===== src/rtl/mv_top_ctrl.sv =====
// -----------------------------------------------------------------------------
// mv_top_ctrl
//
// Controller and client for the single-port top-MV line RAM. The RAM holds one
// macroblock row of 16-bit packed motion vectors, four entries per macroblock.
// For each macroblock this block reads the four MVs stored above the current
// MB (its top neighbours). It then overwrites the same four entries with the
// current MB's bottom-row MVs, so the next MB row finds them there. Because the
// RAM has a single port, the read and the write are done one after the other.
//
// Ports
//   clk, rst_n    system clock, asynchronous active-low reset
//   start_i       one-cycle request pulse, only looked at while idle
//   mb_x_i        MB column, sampled with start_i
//   mb_y_i        MB row, sampled with start_i
//   bot_mv_i      bottom-row MVs of the current MB, block 0 in the low bits
//   busy_o        high from the cycle after acceptance through the done cycle
//   done_o        one-cycle completion pulse
//   top_avail_o   top_mv_o holds real neighbour MVs (not top row / invalid)
//   top_mv_o      top neighbour MVs, same packing as bot_mv_i
//   ram_ce_o      RAM chip enable
//   ram_we_o      RAM write enable
//   ram_addr_o    RAM address (4*mb_x + block)
//   ram_data_o    RAM write data
//   ram_data_i    RAM read data, valid one cycle after a read access
// -----------------------------------------------------------------------------
module mv_top_ctrl #(
   parameter int MV_W       = 16,
   parameter int ADDR_W     = 9,
   parameter int MB_XW      = 7,
   parameter int MB_YW      = 7,
   parameter int MB_X_TOTAL = 120
) (
   input  logic              clk,
   input  logic              rst_n,
   input  logic              start_i,
   input  logic [MB_XW-1:0]  mb_x_i,
   input  logic [MB_YW-1:0]  mb_y_i,
   input  logic [4*MV_W-1:0] bot_mv_i,
   output logic              busy_o,
   output logic              done_o,
   output logic              top_avail_o,
   output logic [4*MV_W-1:0] top_mv_o,
   output logic              ram_ce_o,
   output logic              ram_we_o,
   output logic [ADDR_W-1:0] ram_addr_o,
   output logic [MV_W-1:0]   ram_data_o,
   input  logic [MV_W-1:0]   ram_data_i
);

   typedef enum logic [2:0] {
      IDLE,
      RD,
      RWAIT,
      WR,
      DONE
   } state_t;

   state_t              state;
   state_t              state_n;
   logic [1:0]          beat;
   logic [1:0]          beat_n;
   logic [1:0]          beat_inc;

   logic [ADDR_W-1:0]   base;
   logic [4*MV_W-1:0]   bot;
   logic                with_top;
   logic                rd_pend;
   logic [1:0]          rd_idx;

   logic                accept;
   logic                out_of_range;
   logic [ADDR_W-1:0]   start_base;

   logic                busy_n;
   logic                done_n;
   logic                avail_n;
   logic                ce_n;
   logic                we_n;
   logic [ADDR_W-1:0]   addr_n;
   logic [MV_W-1:0]     wdata_n;

   assign accept       = (state == IDLE) && start_i;
   assign out_of_range = (mb_x_i >= MB_XW'(MB_X_TOTAL));
   assign start_base   = ADDR_W'({mb_x_i, 2'b00});
   assign beat_inc     = beat + 2'd1;

   // Next-state and next-output logic. Every output is registered, so this
   // block works out what each output should show during the following cycle.
   // The first RAM access is issued straight from the request inputs, which
   // puts the first beat on the port in the cycle right after acceptance.
   // Top-row MBs skip the read phase. Out-of-range columns go straight to DONE
   // without touching the RAM.
   always_comb begin
      state_n = state;
      beat_n  = beat;
      busy_n  = busy_o;
      done_n  = 1'b0;
      avail_n = top_avail_o;
      ce_n    = 1'b0;
      we_n    = 1'b0;
      addr_n  = ram_addr_o;
      wdata_n = ram_data_o;

      case (state)
         IDLE: begin
            if (start_i) begin
               busy_n  = 1'b1;
               avail_n = 1'b0;
               beat_n  = 2'd0;
               if (out_of_range) begin
                  state_n = DONE;
                  done_n  = 1'b1;
               end else if (mb_y_i == '0) begin
                  state_n = WR;
                  ce_n    = 1'b1;
                  we_n    = 1'b1;
                  addr_n  = start_base;
                  wdata_n = bot_mv_i[MV_W-1:0];
               end else begin
                  state_n = RD;
                  ce_n    = 1'b1;
                  addr_n  = start_base;
               end
            end
         end

         RD: begin
            if (beat == 2'd3) begin
               state_n = RWAIT;
            end else begin
               beat_n = beat_inc;
               ce_n   = 1'b1;
               addr_n = base + ADDR_W'(beat_inc);
            end
         end

         RWAIT: begin
            state_n = WR;
            beat_n  = 2'd0;
            ce_n    = 1'b1;
            we_n    = 1'b1;
            addr_n  = base;
            wdata_n = bot[MV_W-1:0];
         end

         WR: begin
            if (beat == 2'd3) begin
               state_n = DONE;
               done_n  = 1'b1;
               avail_n = with_top;
            end else begin
               beat_n  = beat_inc;
               ce_n    = 1'b1;
               we_n    = 1'b1;
               addr_n  = base + ADDR_W'(beat_inc);
               wdata_n = bot[beat_inc*MV_W +: MV_W];
            end
         end

         DONE: begin
            state_n = IDLE;
            busy_n  = 1'b0;
         end

         default: begin
            state_n = IDLE;
         end
      endcase
   end

   // State register and registered outputs. Reset drops everything to zero
   // at once, which also abandons any RAM access in flight.
   always_ff @(posedge clk or negedge rst_n) begin
      if (!rst_n) begin
         state       <= IDLE;
         beat        <= 2'd0;
         busy_o      <= 1'b0;
         done_o      <= 1'b0;
         top_avail_o <= 1'b0;
         ram_ce_o    <= 1'b0;
         ram_we_o    <= 1'b0;
         ram_addr_o  <= '0;
         ram_data_o  <= '0;
      end else begin
         state       <= state_n;
         beat        <= beat_n;
         busy_o      <= busy_n;
         done_o      <= done_n;
         top_avail_o <= avail_n;
         ram_ce_o    <= ce_n;
         ram_we_o    <= we_n;
         ram_addr_o  <= addr_n;
         ram_data_o  <= wdata_n;
      end
   end

   // Request latching and read-data capture. A read on the port this cycle
   // returns its data next cycle, so the read flag and the block index are
   // delayed by one cycle. That delayed copy steers the returning word into
   // its slot of top_mv_o. The block index equals the low address bits
   // because each MB's entries start on a multiple of four. Acceptance clears
   // top_mv_o, so top-row and out-of-range requests report zeros.
   always_ff @(posedge clk or negedge rst_n) begin
      if (!rst_n) begin
         base     <= '0;
         bot      <= '0;
         with_top <= 1'b0;
         rd_pend  <= 1'b0;
         rd_idx   <= 2'd0;
         top_mv_o <= '0;
      end else begin
         rd_pend <= ram_ce_o & ~ram_we_o;
         rd_idx  <= ram_addr_o[1:0];
         if (accept) begin
            base     <= start_base;
            bot      <= bot_mv_i;
            with_top <= !out_of_range && (mb_y_i != '0);
            top_mv_o <= '0;
         end else if (rd_pend) begin
            top_mv_o[rd_idx*MV_W +: MV_W] <= ram_data_i;
         end
      end
   end

endmodule


===== config.mk =====
export PLATFORM = sky130hd
export DESIGN_NAME = mv_top_ctrl
export DESIGN_NICKNAME = d
export VERILOG_FILES = /design/src/rtl/mv_top_ctrl.sv
export SDC_FILE = /design/constraint.sdc
export NUM_CORES = 1
export LEC_CHECK = 0
export ABC_CLOCK_PERIOD_IN_PS = 2600
export CORE_MARGIN = 2
export CORE_UTILIZATION = 49
export CTS_CLUSTER_DIAMETER = 100
export DETAILED_ROUTE_END_ITERATION = 10
export PLACE_DENSITY_LB_ADDON = 0.12
export SETUP_SLACK_MARGIN = 0.3
export SLEW_MARGIN = 0
export SYNTH_ARGS = -nofsm -noshare
export SYNTH_HDL_FRONTEND = slang
export SYNTH_SLANG_ARGS = --single-unit

===== constraint.sdc =====
create_clock -name clk -period 2.6 [get_ports clk]
set_clock_uncertainty 0.15 [all_clocks]
set_input_delay 0.52 -clock clk [delete_from_list [all_inputs] [get_ports clk]]
set_output_delay 0.52 -clock clk [all_outputs]
set_load 0.01 [all_outputs]

# ---- Word-level counts from Yosys, hierarchy flattened
# Cells that the tools add are included.
dict set report classes {
  addsub 3
  order_cmp 1
  eq_ne 12
  shift 3
  n_mux 38
  bitwise_logic 2
  reduce_logical 18
}
# op n
set ops {}
lappend ops {{64-bit two-way mux} 2}
lappend ops {{64-bit bitwise mux} 1}
lappend ops {{16-bit two-way mux} 4}
lappend ops {{16-bit by 34-bit variable shift with 64-bit output (first input constant)} 1}
lappend ops {{16-bit by 34-bit indexed part select with 64-bit output} 1}
lappend ops {{64-bit by 7-bit indexed part select with 16-bit output} 1}
lappend ops {{16-bit one-hot mux with 3 select lines} 1}
lappend ops {{6-bit negator with 34-bit output} 1}
lappend ops {{9-bit two-way mux} 3}
lappend ops {{9-bit one-hot mux with 3 select lines} 1}
lappend ops {{1-bit two-way mux} 12}
lappend ops {{3-bit two-way mux} 4}
lappend ops {{2-bit != test (second input constant)} 6}
lappend ops {{3-bit one-hot mux with 4 select lines} 1}
lappend ops {{9-bit by 2-bit adder with 9-bit output} 1}
lappend ops {{3-bit AND reduction} 3}
lappend ops {{7-bit greater-or-equal comparator (second input constant)} 1}
lappend ops {{7-bit logical NOT} 1}
lappend ops {{7-bit nonzero test} 1}
lappend ops {{3-bit by 2-bit equality test with 1-bit output (second input constant)} 2}
lappend ops {{2-bit two-way mux} 3}
lappend ops {{1-bit one-hot mux with 2 select lines} 3}
lappend ops {{1-bit one-hot mux with 3 select lines} 2}
lappend ops {{2-bit one-hot mux with 3 select lines} 1}
lappend ops {{other kinds (16)} 20}
dict set report word_totals {
  reg_bits 174
  in_bits 97
  out_inout_bits 94
  wordCells 92
}

# ---- Logic depth before layout (Yosys ltp)
dict set report logic_depth {
  word_depth 5
  ltp_mapped 8
  mapped_depth_nobuf 6
}

# ---- Worst setup path before layout
# No wires, ideal clock.
dict set report synth_path {
  path_kind {input-to-reg}
  startpoint {in mb_y_i[2]}
  endpoint {reg ram_data_o[0]}
  setup_ns 0.125
  arrival_time_ns 1.999
  t_required_ns 2.325
  slack_ns 0.325
  stages 6
  n_path_buf 2
  cell_sequence {or4_4 nor4_2 a32o_1 buf_6 buf_12 mux2_4}
}
dict set report synth_between {
  elab_chain_cells 3
}
# item line_no
set synth_rtl {}
lappend synth_rtl {{start, declared} 38} ;# input logic [MB_YW-1:0] mb_y_i,
lappend synth_rtl {{7-bit logical NOT} 114} ;# end else if (mb_y_i == '0) begin
lappend synth_rtl {{2-bit by 1-bit != test with 1-bit output (no source line)} n/a}
lappend synth_rtl {{5-bit AND reduction (no source line)} n/a}
lappend synth_rtl {{end signal, assigned} 194} ;# ram_data_o <= wdata_n;
lappend synth_rtl {{end, declared} 47} ;# output logic [MV_W-1:0] ram_data_o,
# No other way between the ends.
# A chain may end at the register's enable or synchronous reset.

# ---- Worst setup path after layout
dict set report layout_path {
  startpoint {reg state[2]}
  endpoint {reg top_mv_o[60]}
}
dict set report layout_between {
  elab_chain_cells 3
  elab_cells_between_ends 4
  cone_classes {mux (1); reduce/logical (3)}
}
# item line_no
set layout_rtl {}
lappend layout_rtl {{start, declared} 59} ;# state_t state;
lappend layout_rtl {{start signal, assigned} 186} ;# state <= state_n;
lappend layout_rtl {{3-bit logical NOT (*)} 83} ;# assign accept = (state == IDLE) && start_i;
lappend layout_rtl {{1-bit logical AND (*)} 83}
lappend layout_rtl {{64-bit two-way mux / 2-bit nonzero test (equally long branches)} n/a}
lappend layout_rtl {{end signal, assigned by index} 221} ;# top_mv_o[rd_idx*MV_W +: MV_W] <= ram_data_i;
lappend layout_rtl {{end, declared} 43} ;# output logic [4*MV_W-1:0] top_mv_o,
# Mark *: on every way between the ends. The rest lies on a longest branch, timed or not.

==> impl_metrics.py <==
metrics = {
    "run_status": {
        "status": "finished, final reports clean",
    },
    "floorplan": {
        "coreArea_mm2": 0.01503,
        "dieArea_mm2": 0.01621,
        "die_w_um": 127.3,
        "die-height_um": 127.3,
        "initial_core_util": 0.4957,
        "io_pins": 191,
        "rows": 45,
    },
    "cells_and_area": {
        "layout_commonest_cell": "nand2_1",
        "fillers": 1109,
        "diodes": 0,
        "fin_nets": 967,
        "synthToLayoutAreaGrowth_pct": 39.10,
        "final_area_mm2": 0.01037,
        "final_cell_mix": "nand2_1, clkdlybuf4s50_1, dfrtp_1",
        "drive_gt1_frac": 0.1378,
    },
    "sta": {
        "fmax_mhz": 451.6,
        "finalHoldViolations": 0,
        "drv_slew": 0,
        "setup_slack_ns": 0.3857,
        "post-route-period-util": 0.8517,
        "period_minus_slack_ns": 2.214,
        "worst_slew_pin_slew_ns": 1.237,
        "setup_viol": 0,
        "slew_headroom": 0.1752,
        "rsz0062_at_grt": "false",
    },
    "route": {
        "dr.pass1.iters": 5,
        "drt_iter0_markers": 372,
        "ant_nets": 0,
        "wl_per_cell_um": 17.57,
        "vias_per_cell": 5.411,
        "via_count": 5768,
        "drcViolationCount": 0,
        "finalWirelength_mm": 18.73,
    },
    "setup_path": {
        "setup.worst_path.class": "reg2reg",
        "cp_slowest_cell": "a21oi_1",
        "crit_chain": "nor4b_4 > a21oi_1 > a22o_1",
        "slowest_delay_ns": 0.96,
        "startpoint_type": "flip-flop",
        "path_max_fanout": 13,
        "critPathRequiredTime_ns": 2.81,
        "timing.critical_path.to_type": "flip-flop",
        "critPathArrivalTime_ns": 2.42,
    },
    "placed_design": {
        "portBuffers": 190,
        "placed_area_mm2": 0.009603,
        "pre_cts_ws_ns": -0.2499,
        "dpl.hpwl_mm": 12.76,
        "place_congestion": 0.7873,
    },
    "synth": {
        "ys_ff_latch": 174,
        "yosys.cell_types.count": 40,
        "ys_seq_area_frac": 0.5843,
        "yosys_warnings": 0,
        "yosysTopAreaCellShare": 0.5843,
        "yosys-top-cells-area": "dfrtp_1, nand2_1, a22o_1, mux4_2, mux2_2",
        "syn_area_per_cell_um2": 11.06,
        "syn_area_mm2": 0.007452,
        "async_reset_ff_frac": 1.000,
        "yosys.area.top_type": "dfrtp_1",
        "syn-num-nets": 776,
        "synthesis.instances": 674,
        "synth_edf_count": 0,
        "ys.flop_type": "dfrtp_1",
    },
    "global_route": {
        "grt_max_degree": 72,
        "grt_first_pass_wirelength_mm": 29.89,
        "antenna_found_initial": 0,
        "grt_pass1_vias": 5712,
        "grtUsageTotal": 0.2358,
        "overflow": 0,
    },
    "power_and_ir_drop": {
        "internal-power_mw": 8.939,
        "power_frac_comb": 0.444,
        "ir_drop_v": 0.0005890,
        "p_sw_frac": 0.3344,
        "p_leak_nw": 4.909,
        "clkPwrFrac": 0.201,
        "pwr-share-seq": 0.355,
        "p_per_area_mw_per_mm2": 1296,
        "switchingPower_mw": 4.491,
    },
    "cts": {
        "clk_pin_slew_ns": 0.06,
        "clockBufferDepth": 2,
        "worst_skew_pair.late_latency_ns": 0.42,
        "clockRootBuffer": "clkbuf_16",
        "numCtsBuffers": 17,
        "cts_htree_levels": 4,
        "cts_sinks": 174,
        "cts_tree": "yes",
    },
    "min_path": {
        "hold_class": "reg2reg",
    },
    "flow_run": {
        "drv_cap": 0,
    },
}
[flip-flops by register name, summed over array words and instances (netlist names)]
signal / flops
bot: 64
top_mv_o: 64
ram_data_o: 16
ram_addr_o: 9
base: 7
state: 3
beat: 2
rd_idx: 2
busy_o: 1
done_o: 1
ram_ce_o: 1
ram_we_o: 1
rd_pend: 1
top_avail_o: 1
with_top: 1
[worst max-delay path, delay by kind of cell, from the launching register on]
kind	cells	cell delay, ns
DFF	1	0.61
AOI/OAI and AO/OA	2	1.25
and+or+nand+nor	1	0.13
[stage by stage]
stage	cells	power [mW]	hold WS [ns]	util	setup TNS, ns
2_1_floorplan	674	8.139	0.07441	-	0
3_3_place_gp	1027	10.36	0.2445	0.6388	-2.429
3_5_place_dp	1027	10.60	0.2445	0.6388	-3.541
4_1_cts	1061	13.36	0.2595	0.6831	0
5_1_grt	1066	14.25	0.2740	0.6896	0
6_report	1066	13.43	0.2574	0.6896	0
[path summary, 6_finish.rpt]
path                               start      endpoint  slack [ns]  cells past startpoint
min reg2reg                ram_addr_o[0]     rd_idx[0]        0.26                      0
max in group asynchronous          rst_n       bot[10]        1.14                      3
min in group asynchronous          rst_n  top_mv_o[18]        0.50                      2
max reg2reg                     state[2]  top_mv_o[60]        0.39                      3
min                        ram_addr_o[0]     rd_idx[0]        0.26                      0
max                             state[2]  top_mv_o[60]        0.39                      3
[cells in the mapped netlist, types with 8 or more instances]
cell and n:
a22o_1 48, mux2_2 22, a22oi_1 19, mux2i_1 16, clkbuf_1 31, dfrtp_1 174, a21oi_1 24, mux2_4 9
nand2_1 219, buf_2 8, nor2_1 38, mux4_2 16
[power by group through the flow]
| stage | Clock, mW | Sequential [mW] | Combinational, mW |
|---|---|---|---|
| detailed placement | 0 | 4.81 | 5.79 |
| floorplan | 0 | 4.88 | 3.26 |
| global route | 2.85 | 4.94 | 6.46 |
| finish | 2.70 | 4.77 | 5.96 |
| CTS | 2.75 | 4.77 | 5.85 |
| global placement | 0 | 4.73 | 5.64 |
[cell families (layout without fill, tap and decap cells)]
family	count (synthesis)	after routing	share of synthesized area
buffers and inverters	50	254	0.03039
adders and majority gates	5	5	0.008395
AOI/OAI and AO/OA	100	100	0.1007
and+or+nand+nor	282	282	0.1550
DFF	174	174	0.5843
muxes	63	63	0.1212
[repair_timing]
action | in CTS | in global routing
gates cloned | 0 | 2
pin swaps | 0 | 4
setup endpoints to repair | 32 | 77
hold buffers | 1 | 0
buffers inserted | 1 | 3
hold endpoints to repair | 52 | 0
resized for setup | 3 | 8
[final cells by class]
| type | count | area, µm² | area share |
|---|---|---|---|
| clock buffer | 19 | 442.9 | 0.04273 |
| timing repair buffer | 217 | 2207 | 0.2129 |
| sequential | 174 | 4355 | 0.4202 |
| multi-input combinational | 450 | 2918 | 0.2815 |
| tap | 188 | 235.2 | 0.02269 |
| inverter | 5 | 18.77 | 0.001810 |
| clock inverter | 13 | 188.9 | 0.01823 |
[routing by layer]
layer,vias to the layer above,GRT usage,wire (µm)
met3,23,0.04439,1041
met2,224,0.3734,9030
met5,-,0,0
met4,0,0.08920,310
met1,2828,0.3276,8346
li1,2693,-,-
Note: power is estimated with default switching activity, not from simulation.
